$ cat src/rtl/vga_timing.sv
// VGA 800x600@60 timing: pixel counters, frame tick, registered sync and blanked colour output.
// Optional build macro VGA_TESTPAT_EN adds a testMode input that replaces colour with eight vertical bars.
module vga_timing #(
  parameter int unsigned H_VISIBLE = 800,
  parameter int unsigned H_FRONT   = 40,
  parameter int unsigned H_SYNC    = 128,
  parameter int unsigned H_BACK    = 88,
  parameter int unsigned V_VISIBLE = 600,
  parameter int unsigned V_FRONT   = 1,
  parameter int unsigned V_SYNC    = 4,
  parameter int unsigned V_BACK    = 23,
  parameter bit          SYNC_POL  = 1'b1
) (
  input  logic        clk,
  input  logic        reset,
`ifdef VGA_TESTPAT_EN
  input  logic        testMode,
`endif
  input  logic [3:0]  redIn,
  input  logic [3:0]  greenIn,
  input  logic [3:0]  blueIn,
  output logic [10:0] X,
  output logic [10:0] Y,
  output logic        active,
  output logic        frameTick,
  output logic [3:0]  red,
  output logic [3:0]  green,
  output logic [3:0]  blue,
  output logic        hsync,
  output logic        vsync
);

  localparam int unsigned CW      = 11;
  localparam int unsigned RGB_W   = 12;
  localparam int unsigned H_TOTAL = H_VISIBLE + H_FRONT + H_SYNC + H_BACK;
  localparam int unsigned V_TOTAL = V_VISIBLE + V_FRONT + V_SYNC + V_BACK;

  localparam logic [CW-1:0] H_LAST   = CW'(H_TOTAL - 1);
  localparam logic [CW-1:0] V_LAST   = CW'(V_TOTAL - 1);
  localparam logic [CW-1:0] H_VIS    = CW'(H_VISIBLE);
  localparam logic [CW-1:0] V_VIS    = CW'(V_VISIBLE);
  localparam logic [CW-1:0] HS_START = CW'(H_VISIBLE + H_FRONT);
  localparam logic [CW-1:0] HS_END   = CW'(H_VISIBLE + H_FRONT + H_SYNC);
  localparam logic [CW-1:0] VS_START = CW'(V_VISIBLE + V_FRONT);
  localparam logic [CW-1:0] VS_END   = CW'(V_VISIBLE + V_FRONT + V_SYNC);

  logic [CW-1:0]    x_q, x_d;
  logic [CW-1:0]    y_q, y_d;
  logic [RGB_W-1:0] rgb_q, rgb_d;
  logic [RGB_W-1:0] rgb_src;
  logic             hsync_q, hsync_d;
  logic             vsync_q, vsync_d;
  logic             hs_win, vs_win;

  // Raster counters: X wraps at line end, Y advances on X wrap and wraps at frame end
  always_comb begin
    x_d = x_q + CW'(1);
    y_d = y_q;
    if (x_q == H_LAST) begin
      x_d = '0;
      y_d = (y_q == V_LAST) ? '0 : y_q + CW'(1);
    end
  end

  assign active    = (x_q < H_VIS) && (y_q < V_VIS);
  assign frameTick = (x_q == '0) && (y_q == V_VIS) && !reset;
  assign hs_win    = (x_q >= HS_START) && (x_q < HS_END);
  assign vs_win    = (y_q >= VS_START) && (y_q < VS_END);

`ifdef VGA_TESTPAT_EN
  localparam int unsigned BAR_W = 100;
  logic [2:0] bar;

  // Bar index is the number of 100-pixel boundaries already passed on this line
  always_comb begin
    bar = 3'd0;
    for (int unsigned i = 1; i < 8; i++) begin
      if (x_q >= CW'(BAR_W * i)) bar = 3'(i);
    end
    rgb_src = testMode ? {{4{bar[2]}}, {4{bar[1]}}, {4{bar[0]}}}
                       : {redIn, greenIn, blueIn};
  end
`else
  assign rgb_src = {redIn, greenIn, blueIn};
`endif

  assign rgb_d   = active ? rgb_src : '0;
  assign hsync_d = hs_win ? SYNC_POL : ~SYNC_POL;
  assign vsync_d = vs_win ? SYNC_POL : ~SYNC_POL;

  // Colour and sync share one register stage so they stay aligned to each other
  always_ff @(posedge clk) begin
    if (reset) begin
      x_q     <= '0;
      y_q     <= '0;
      rgb_q   <= '0;
      hsync_q <= ~SYNC_POL;
      vsync_q <= ~SYNC_POL;
    end else begin
      x_q     <= x_d;
      y_q     <= y_d;
      rgb_q   <= rgb_d;
      hsync_q <= hsync_d;
      vsync_q <= vsync_d;
    end
  end

  assign X     = x_q;
  assign Y     = y_q;
  assign red   = rgb_q[11:8];
  assign green = rgb_q[7:4];
  assign blue  = rgb_q[3:0];
  assign hsync = hsync_q;
  assign vsync = vsync_q;

endmodule
$ cat config.mk
export PLATFORM = sky130hd
export DESIGN_NAME = vga_timing
export DESIGN_NICKNAME = d
export VERILOG_FILES = /design/src/rtl/vga_timing.sv
export SDC_FILE = /design/constraint.sdc
export NUM_CORES = 1
export LEC_CHECK = 0
export BUFFER_PORTS_ARGS = -buffer_cell sky130_fd_sc_hd__buf_2
export CAP_MARGIN = 15
export CORE_MARGIN = 10
export CORE_UTILIZATION = 30
export DETAILED_ROUTE_END_ITERATION = 16
export PLACE_DENSITY = 0.63
export SLEW_MARGIN = 20
export SYNTH_ARGS = -nofsm -noshare
export SYNTH_HDL_FRONTEND = slang
export SYNTH_SLANG_ARGS = --single-unit
export TNS_END_PERCENT = 100
$ cat constraint.sdc
create_clock -name clk -period 1.9 [get_ports clk]
set_input_delay 0.095 -clock clk [delete_from_list [all_inputs] [get_ports clk]]
set_output_delay 0.095 -clock clk [all_outputs]
set_load 0.01 [all_outputs]
# Word level (Yosys, flattened, before mapping)

Index checks and enable logic that the tools add are counted.

Add/sub/neg operators: 2
$lt $le $gt $ge: 6
Eq/ne operators: 3
Muxes and demuxes: 3
Bitwise operators: 1
Reduce and logical (&&, ||, !) cells: 9

Operators by type and width:

| cell                                                  | count |
|---|---|
| < comparator 11 x 10 -> 1 bit, second input constant  | 4 |
| adder 11 x 1 -> 11 bit, second input constant         | 2 |
| == test 11 x 10 -> 1 bit, second input constant       | 2 |
| >= comparator 11 x 10 -> 1 bit, second input constant | 2 |
| == test 11 bit, second input constant                 | 1 |
| zero test 11 bit                                      | 1 |
| two-way mux 11 bit                                    | 1 |
| logical AND 1 bit                                     | 5 |
| OR reduction 2 bit                                    | 2 |
| two-way mux 1 bit                                     | 2 |
| zero test 1 bit                                       | 1 |
| NOT 1 bit                                             | 1 |

Register bits: 36
Input bits: 14
Output and inout port bits: 38
Word-level logic and storage cells: 29

# Longest topological paths before layout

Gate-level depths: netlist (run 1).

Depth in word-level cells: 4
Depth in mapped cells: 6
Gate-level depth less buffers: 6

# Least setup slack after synthesis (run 1)

OpenSTA, ideal clock, no wires.

Kind: flip-flop to flip-flop
Start: register x_q[6] (netlist: X[6])
End: register y_q[10] (netlist: Y[10])
Library setup time: 70 ps
Arrival: 2056 ps
Data required time: 1830 ps
Slack: -226 ps
Cell stages (with the launch flop): 6
Path buffers: 1
Clock period less this slack: 2126 ps
Cell sequence: dfxtp_1 -> or4_1 -> clkbuf_2 -> or4_4 -> or3_1 -> a21oi_1

Word-level cells in the longest chain between the ends: 1

RTL lines:

| element                  | line | RTL |
|---|---|---|
| start: declaration       | 47   | `logic [CW-1:0] x_q, x_d;` |
| start signal: assignment | 94   | `x_q <= '0;` |
| start signal: assignment | 100  | `x_q <= x_d;` |
| == test 11 bit           | 59   | `if (x_q == H_LAST) begin` |
| end signal: assignment   | 101  | `y_q <= y_d;` |
| end: declaration         | 48   | `logic [CW-1:0] y_q, y_d;` |

No other way between the ends.
A chain may end at the register's enable or synchronous reset.

# Final worst setup path (run 1)

Start: register x_q[7] (netlist: X[7])
End: register y_q[8] (netlist: Y[8])

The elaborated chain is that of the path after synthesis.

==> results.yml, run 1 <==
outcome:
  status: "finished, final reports clean"
sta:
  grt_setup_unrepaired: "true"
  fin_worst_skew_ns: 0.00451
  setup_viol: 0
  finalSetupTns_ns: 0
  max_freq_ghz: 0.530
  slew_headroom: 0.669
  tightestPinTransition_ns: 0.490
  min_period_over_period: 0.993
  final-hold-violation-count: 0
  period_needed_ns: 1.89
  slew_viol_final: 0
pwr:
  leakage_nw: 1.02
  power_mw: 1.45
  power_density_nw_per_um2: 623
  ir_drop_v: 0.000265
cells_and_area:
  final_nets: 278
  regArea_um2: 728
  fillCellCount: 508
  drive_above_1_share: 0.423
  final_cells: 330
  multi_input_area_um2: 876
  area_growth_pct: 48.7
  antenna_cells: 0
  fin_util: 0.457
yosys:
  avgSynthCellArea_um2: 8.82
  syn-num-nets: 197
  yosysTopAreaCell: "dfxtp_1"
  synth_area_um2: 1570
  synthTopCellsByCount: "36 x dfxtp_1, 23 x nor2_1, 14 x and2_1"
  synth_cell_type_count: 31
  synth_top_area_share: 0.459
  ys_warn_count: 0
  synth-edff-count: 0
  yosysMostFrequentCell: "dfxtp_1"
  synth_seq_area_share: 0.459
  synthTopCellsByArea: "dfxtp_1 46%, xnor2_1 6.1%, and2_1 5.6%"
  netlist_instances: 178
  synth_flop_cell: "dfxtp_1"
  async_flop_share: 0
  ys_seq_elements: 36
global_routing:
  grt_antenna_before_repair: 0
  grt_pass1_wl_um: 7180
  grt_max_degree: 13
  grt_pass1_vias: 1564
  grt.total_usage: 0.102
  overflow: 0
clock_network:
  ctsHtreeMaxLevel: 2
  clockRootBuffer: "clkbuf_8"
  path_clk_slew_ns: 0.07
  cts_buffer_depth: 2
  cts_made_buffers: 5
  cts.sinks: 36
  clock_latency_ns: 0.29
  cts_tree: "yes"
floorplan:
  die_area_um2: 8530
  std_cell_rows: 26
  io_pins: 52
  core_um2: 5110
  start_util: 0.307
  die_h_um: 92.3
  die_w_um: 92.3
worst_setup_path:
  arrival_ns: 2.11
  required_ns: 2.12
  crit_family: "simple AND/OR/NAND/NOR gates"
  critical-path-max-stage-delay_ns: 0.57
  cp_max_fo: 5
  path_cells: "or4_4 -> or4_4 -> or3_4 -> a21oi_1"
  path_class: "reg2reg"
  slowest_stage: "or4_4"
  start_kind: "register"
  path_buf_inv: 0
  critical_path.endpoint_type: "register"
  cp_common_cell: "or4_4"
placement:
  io_buffers: 51
  dp.cells: 318
  dp_hpwl_um: 3400
  routabilityCongestion: 0.886
drt:
  drt_pre_antenna_iters: 4
  routedWlPerCell_um: 13.1
  viasPerCell: 4.67
  drc: 0
  wl_um: 4310
  dr.first_iter.drc_count: 70
  ant_nets: 0
  vias: 1540
hold_path:
  holdCritPathClass: "in2reg"
job:
  cap_viol_max_count: 0
final timing paths:
| path | start | endpoint | slack (ns) | cells past startpoint |
|---|---|---|---|---|
| setup / recovery | X[7] | Y[8] | 0.01 | 4 |
| hold / removal | greenIn[3] | rgb_q[7] | 0.006 | 2 |
| setup reg to reg | X[7] | Y[8] | 0.01 | 4 |
| hold reg to reg | X[0] | X[0] | 0.56 | 2 |
flip-flops by register name, indices dropped and copies added, names as in the netlist:
signal	count
rgb_q	12
X	11
Y	11
hsync	1
vsync	1
worst register-to-register path, stage by stage (launching register included):
cell and delay, ns:
dfxtp_4 0.34, or4_4 0.57, or4_4 0.44, or3_4 0.33, a21oi_1 0.14
report_power, final:
part / switching [mW] / total (mW) / internal [mW]
logic: 0.0523 / 0.109 / 0.0570
clock network: 0.276 / 0.565 / 0.289
registers: 0.00739 / 0.780 / 0.773
final cells by class:
cell class,count,share of cell area
clock buffers,6,0.0354
clock inverters,2,0.00429
inverters,10,0.0161
multi-input cells,123,0.375
flip-flops and latches,36,0.312
well taps,70,0.0375
repair buffers,83,0.220
routing by layer:
metal,GRT usage,vias to the layer above,share of wire
li1,-,770,-
met1,0.118,731,0.43
met2,0.173,33,0.51
met3,0.0323,6,0.051
met4,0.0360,0,0.012
met5,0,-,0
cells by family (layout without fill, tap and decap cells):
kind of cell	count (synthesis)	count (layout)	synth area share
flip-flops	36	36	0.459
buffers and inverters	19	101	0.0470
adder cells (fa/ha/maj)	5	5	0.0398
AO/OA/AOI/OAI	14	14	0.0502
AND/OR/NAND/NOR	89	89	0.320
XOR/XNOR	15	15	0.0837
metrics by stage:
step           setup slack [ns]  cell area (µm²)  hold WS [ns]
6_report                 0.0131             2330       0.00631
5_1_grt                 -0.0533             2330       0.00981
4_1_cts                 0.00583             2230      0.000418
3_5_place_dp            -0.0527             2110         0.298
3_3_place_gp            -0.0124             2110         0.294
2_1_floorplan           -0.0658             1600         0.217
placed cells by master, fill, tap and decap left out, drive strengths merged, types with 5 or more instances in the layout:
| cell type | n |
|---|---|
| clkbuf | 6 |
| ha | 5 |
| nand3 | 12 |
| dfxtp | 36 |
| a21oi | 6 |
| o21ai | 5 |
| nor4 | 6 |
| or3 | 6 |
| nand2 | 6 |
| buf | 81 |
| and2 | 14 |
| inv | 10 |
| nor2 | 23 |
| xnor2 | 11 |
what timing repair did:
item / CTS / global route
hold buffers: 2 / 0
buffers inserted: 0 / 2
endpoints found under the setup margin: 15 / 26
resized for setup: 2 / 16
endpoints found under the hold margin: 2 / 0
pin swaps: 0 / 5
(Power assumes the default switching activity.)
==> run 2, diff against run 1 <==
--- a/config.mk
+++ b/config.mk
@@ -7,7 +7,8 @@
 export LEC_CHECK = 0
 export BUFFER_PORTS_ARGS = -buffer_cell sky130_fd_sc_hd__buf_2
 export CAP_MARGIN = 15
-export CORE_MARGIN = 10
+export CORE_ASPECT_RATIO = 0.7
+export CORE_MARGIN = 4
 export CORE_UTILIZATION = 30
 export DETAILED_ROUTE_END_ITERATION = 16
 export PLACE_DENSITY = 0.63
==> run 2 against run 1 <==
Net effect: critical path depth is the same; cell area decreased by 0.27%; total power shrank 0.70%; flip-flop and latch count stayed put; count of clock-buffer cells in the layout unchanged; via count is 2.7% lower; final cell count up 0.61%; global-route usage up 3.4 points; setup slack worse by 0.0059 ns; fmax fell by 0.31%; die area fell by 24%; utilization is 1.7 points higher; critical path type unchanged; largest power group unchanged.
==> results.yml, run 2 (synthesis results as in run 1) <==
worst_setup_path:
  arrival_ns: 2.12
  cp_max_fo: 5
  critical-path-max-stage-delay_ns: 0.56
  path_buf_inv: 0
  path_class: "reg2reg"
  critical_path.endpoint_type: "register"
  cp_common_cell: "or4_4"
  crit_family: "simple AND/OR/NAND/NOR gates"
  required_ns: 2.12
  slowest_stage: "or4_4"
  path_cells: "or4_4 -> or4_4 -> or3_4 -> a21oi_2"
  start_kind: "register"
pwr:
  leakage_nw: 1.02
  power_density_nw_per_um2: 620
  power_mw: 1.44
  ir_drop_v: 0.000310
floorplan:
  core_um2: 4910
  start_util: 0.320
  std_cell_rows: 21
  die_area_um2: 6470
  die_h_um: 68.5
  io_pins: 52
  die_w_um: 94.5
clock_network:
  cts_tree: "yes"
  post_cts_buffers: 0
  cts_buffer_depth: 2
  cts_made_buffers: 5
  cts.sinks: 36
  path_clk_slew_ns: 0.07
  ctsHtreeMaxLevel: 2
  clockRootBuffer: "clkbuf_8"
  clock_latency_ns: 0.28
global_routing:
  grt_pass1_wl_um: 6730
  grt_antenna_before_repair: 0
  overflow: 0
  grt.total_usage: 0.136
  grt_max_degree: 13
  grt_pass1_vias: 1380
sta:
  tightestPinTransition_ns: 0.520
  period_needed_ns: 1.89
  fin_worst_skew_ns: 0.00594
  worst_slack_ns: 0.00718
  max_freq_ghz: 0.528
  final-hold-violation-count: 0
  whs_ns: 0.00781
  min_period_over_period: 0.996
  grt_setup_unrepaired: "true"
  slew_viol_final: 0
  setup_viol: 0
  slew_headroom: 0.649
placement:
  routabilityCongestion: 0.833
  dp.cells: 318
  place_ws_ns: -0.0158
  dp_hpwl_um: 3190
  io_buffers: 51
cells_and_area:
  final_cell_mix: "51 x buf_2, 32 x dfxtp_1, 29 x buf_4, 23 x nor2_1, 14 x and2_1"
  final_nets: 281
  area_growth_pct: 48.3
  final_common_cell: "buf_2"
  final_cells: 332
  regArea_um2: 728
  regMostFlops: "rgb_q"
  drive_above_1_share: 0.411
  multi_input_area_um2: 851
  antenna_cells: 0
  fillCellCount: 483
  largest_register_ffs: 12
hold_path:
  holdCritPathClass: "in2reg"
drt:
  wl_um: 4190
  viasPerCell: 4.51
  vias: 1498
  routedWlPerCell_um: 12.6
  drc: 0
  ant_nets: 0
  dr.first_iter.drc_count: 70
  drt_pre_antenna_iters: 4
job:
  cap_viol_max_count: 0
outcome:
  status: "finished, final reports clean"
## run 2: final cells by class
| cell class | count | area share |
|---|---|---|
| Inverter | 10 | 0.0161 |
| Clock buffer | 6 | 0.0355 |
| Sequential cell | 36 | 0.313 |
| Clock inverter | 2 | 0.00430 |
| Multi-Input combinational cell | 123 | 0.365 |
| Tap cell | 69 | 0.0371 |
| Timing Repair Buffer | 86 | 0.229 |
## run 2: path summary, 6_finish.rpt
path                                  from       end  slack [ns]  cells past startpoint
worst max register to register        X[7]      Y[9]       0.007                      4
worst max-delay path                  X[7]      Y[9]       0.007                      4
worst min register to register       X[10]     hsync        0.55                      1
worst min-delay path            greenIn[0]  rgb_q[4]       0.008                      2
## run 2: metal layers
metal,track usage,up-vias,part of all wire
met1,0.187,685,0.48
met3,0.0423,4,0.081
met2,0.198,38,0.42
met4,0.0540,0,0.014
li1,-,771,-
met5,0,-,0
## run 2: stage by stage
step / setup TNS [ns] / util / cell area [µm²]
floorplan: -0.262 / - / 1600
global placement: 0 / 0.428 / 2100
detailed placement: -0.0975 / 0.428 / 2100
CTS: 0 / 0.464 / 2280
global route: -0.0905 / 0.474 / 2330
finish: 0 / 0.474 / 2330
## run 2: power breakdown
part | switching, mW | internal, mW
clock network | 0.265 | 0.289
logic | 0.0510 | 0.0587
registers | 0.00756 | 0.773
## run 2: worst reg2reg max path, stage by stage, from the launching register on
cell,delay (ns)
dfxtp_4,0.34
or4_4,0.56
or4_4,0.45
or3_4,0.34
a21oi_2,0.14
## run 2: repair_timing
item                                   CTS  global route
pin swaps                                1             4
resized for setup                        4            10
gates cloned                             0             0
hold buffers                             6             0
setup endpoints to repair               10             5
endpoints found under the hold margin    6             0
==> run 3, diff against run 2 <==
--- a/config.mk
+++ b/config.mk
@@ -11,7 +11,9 @@
 export CORE_MARGIN = 4
 export CORE_UTILIZATION = 30
 export DETAILED_ROUTE_END_ITERATION = 16
-export PLACE_DENSITY = 0.63
+export PLACE_DENSITY = 0.61
+export REMOVE_ABC_BUFFERS = 1
+export SETUP_SLACK_MARGIN = 0.5
 export SLEW_MARGIN = 20
 export SYNTH_ARGS = -nofsm -noshare
 export SYNTH_HDL_FRONTEND = slang
==> constraint.sdc (replaced) <==
create_clock -name clk -period 2.1 [get_ports clk]
set_input_delay 0.105 -clock clk [delete_from_list [all_inputs] [get_ports clk]]
set_output_delay 0.105 -clock clk [all_outputs]
set_load 0.01 [all_outputs]
==> run 3 against run 2 <==
Net effect: setup slack gained 0.17 ns; fmax fell by 1.4%; sequential power down 9.6%; final cell count shrank 3.3%; combinational power decreased by 12%; first-iteration DRC count decreased by 19%; wire length up 0.79%; cell area down 2.1%; clock power down 7.0%; critical path depth grew 3; largest cell class unchanged.
==> results.yml, run 3 (synthesis results as in run 1) <==
floorplan:
  die_w_um: 94.5
  core_um2: 4910
  die_area_um2: 6470
  start_util: 0.320
  io_pins: 52
  die_h_um: 68.5
  std_cell_rows: 21
pwr:
  ir_drop_v: 0.000197
  pwr-share-seq: 0.535
  power.share.combinational: 0.074
  pwr-share-clk: 0.391
  internal_power_mw: 1.01
  leakage_nw: 0.987
  power_mw: 1.32
  power_density_nw_per_um2: 578
  p_sw_mw: 0.305
  netSwitchingFraction: 0.232
clock_network:
  cts_made_buffers: 5
  clockRootBuffer: "clkbuf_8"
  cts_buffer_depth: 2
  ctsHtreeMaxLevel: 2
  path_clk_slew_ns: 0.07
  clock_latency_ns: 0.29
  cts.sinks: 36
  cts_tree: "yes"
sta:
  setup_viol: 0
  period_needed_ns: 1.92
  slew_headroom: 0.692
  max_freq_ghz: 0.521
  min_period_over_period: 0.914
  whs_ns: 0.0133
  fin_worst_skew_ns: 0.00565
  tightestPinTransition_ns: 0.455
  final-hold-violation-count: 0
  slew_viol_final: 0
  finalSetupTns_ns: 0
  grt_setup_unrepaired: "true"
global_routing:
  busiest_layer: "met2"
  grt_use_met1: 0.180
  grt_pass1_vias: 1345
  grt.total_usage: 0.131
  use_met3: 0.0401
  grt_use_met2: 0.193
  grt_pass1_wl_um: 6400
  grt_antenna_before_repair: 0
  grt_max_degree: 13
  overflow: 0
drt:
  viasPerCell: 4.65
  routedWlPerCell_um: 13.2
  drc: 0
  wl_um: 4230
  dr.first_iter.drc_count: 57
  drt_pre_antenna_iters: 4
  ant_nets: 0
  vias: 1494
cells_and_area:
  area_growth_pct: 45.1
  drive_above_1_share: 0.409
  final_nets: 270
  largest_register_ffs: 12
  final_common_cell: "buf_2"
  regMostFlops: "rgb_q"
  final_cells: 321
  antenna_cells: 0
  final_cell_mix: "50 x buf_2, 32 x dfxtp_1, 23 x nor2_1, 17 x buf_4, 14 x and2_1"
  fin_util: 0.464
placement:
  dp_hpwl_um: 2870
  io_buffers: 51
  routabilityCongestion: 0.804
  dp.cells: 301
worst_setup_path:
  critical_path.endpoint_type: "register"
  cp_max_fo: 5
  arrival_ns: 2.10
  required_ns: 2.28
  path_class: "reg2reg"
  start_kind: "register"
outcome:
  status: "finished, final reports clean"
job:
  cap_viol_max_count: 0
hold_path:
  holdCritPathClass: "in2reg"
run 3: cell types whose count changed in the layout (fill, tap and decap cells not counted), moves of 2 or more:
cell / delta
buf_4: -12
buf_6: +6
dlygate4sd3_1: -5
ha_2: +2
nand2b_4: +2
or3_1: +2
run 3: cell type report:
cell class | instances | area [µm²]
multi-input cells | 124 | 881
inverters | 10 | 37.5
repair buffers | 74 | 455
clock buffers | 6 | 82.6
flip-flops and latches | 36 | 726
fillers | 474 | 2640
well taps | 69 | 86.3
clock inverters | 2 | 10.0
run 3: metrics by stage:
| stage | cell area, µm² | worst slack [ns] |
|---|---|---|
| CTS | 2240 | 0.187 |
| global placement | 1970 | -0.00777 |
| global route | 2280 | 0.140 |
| detailed placement | 1970 | -0.0191 |
| finish | 2280 | 0.180 |
| floorplan | 1530 | -0.0200 |
run 3: worst max-delay path: stages, from the launching register on:
cell     delay (ns)
dfxtp_2        0.32
or4_4          0.56
buf_4          0.17
buf_4          0.14
nor3_4         0.18
a41o_1         0.25
buf_6          0.14
nor2_1         0.05
run 3: metal layers:
metal,share of wire,up-vias
li1,-,753
met1,0.50,667
met2,0.42,65
met3,0.075,9
met4,0.0097,0
met5,0,-
run 3: worst paths after layout:
check	from	end	slack, ns	depth (start not counted)
max	X[6]	Y[2]	0.18	7
min	greenIn[1]	rgb_q[5]	0.01	2
max reg2reg	X[6]	Y[2]	0.18	7
min reg2reg	Y[1]	Y[1]	0.51	2
run 3: timing repair:
item | CTS | global route
endpoints found under the hold margin | 0 | 1
resized for setup | 26 | 7
endpoints found under the setup margin | 35 | 35
hold buffers | 0 | 1
buffers inserted | 8 | 1
cloned | 1 | 1
pin swaps | 11 | 5
run 3: power groups by stage:
stage	logic, mW	clock network, mW	registers, mW
5_1_grt	0.107	0.562	0.706
6_report	0.0970	0.515	0.705
4_1_cts	0.0933	0.529	0.704
3_3_place_gp	0.0853	0	0.720
3_5_place_dp	0.0855	0	0.720
2_1_floorplan	0.0259	0	0.734
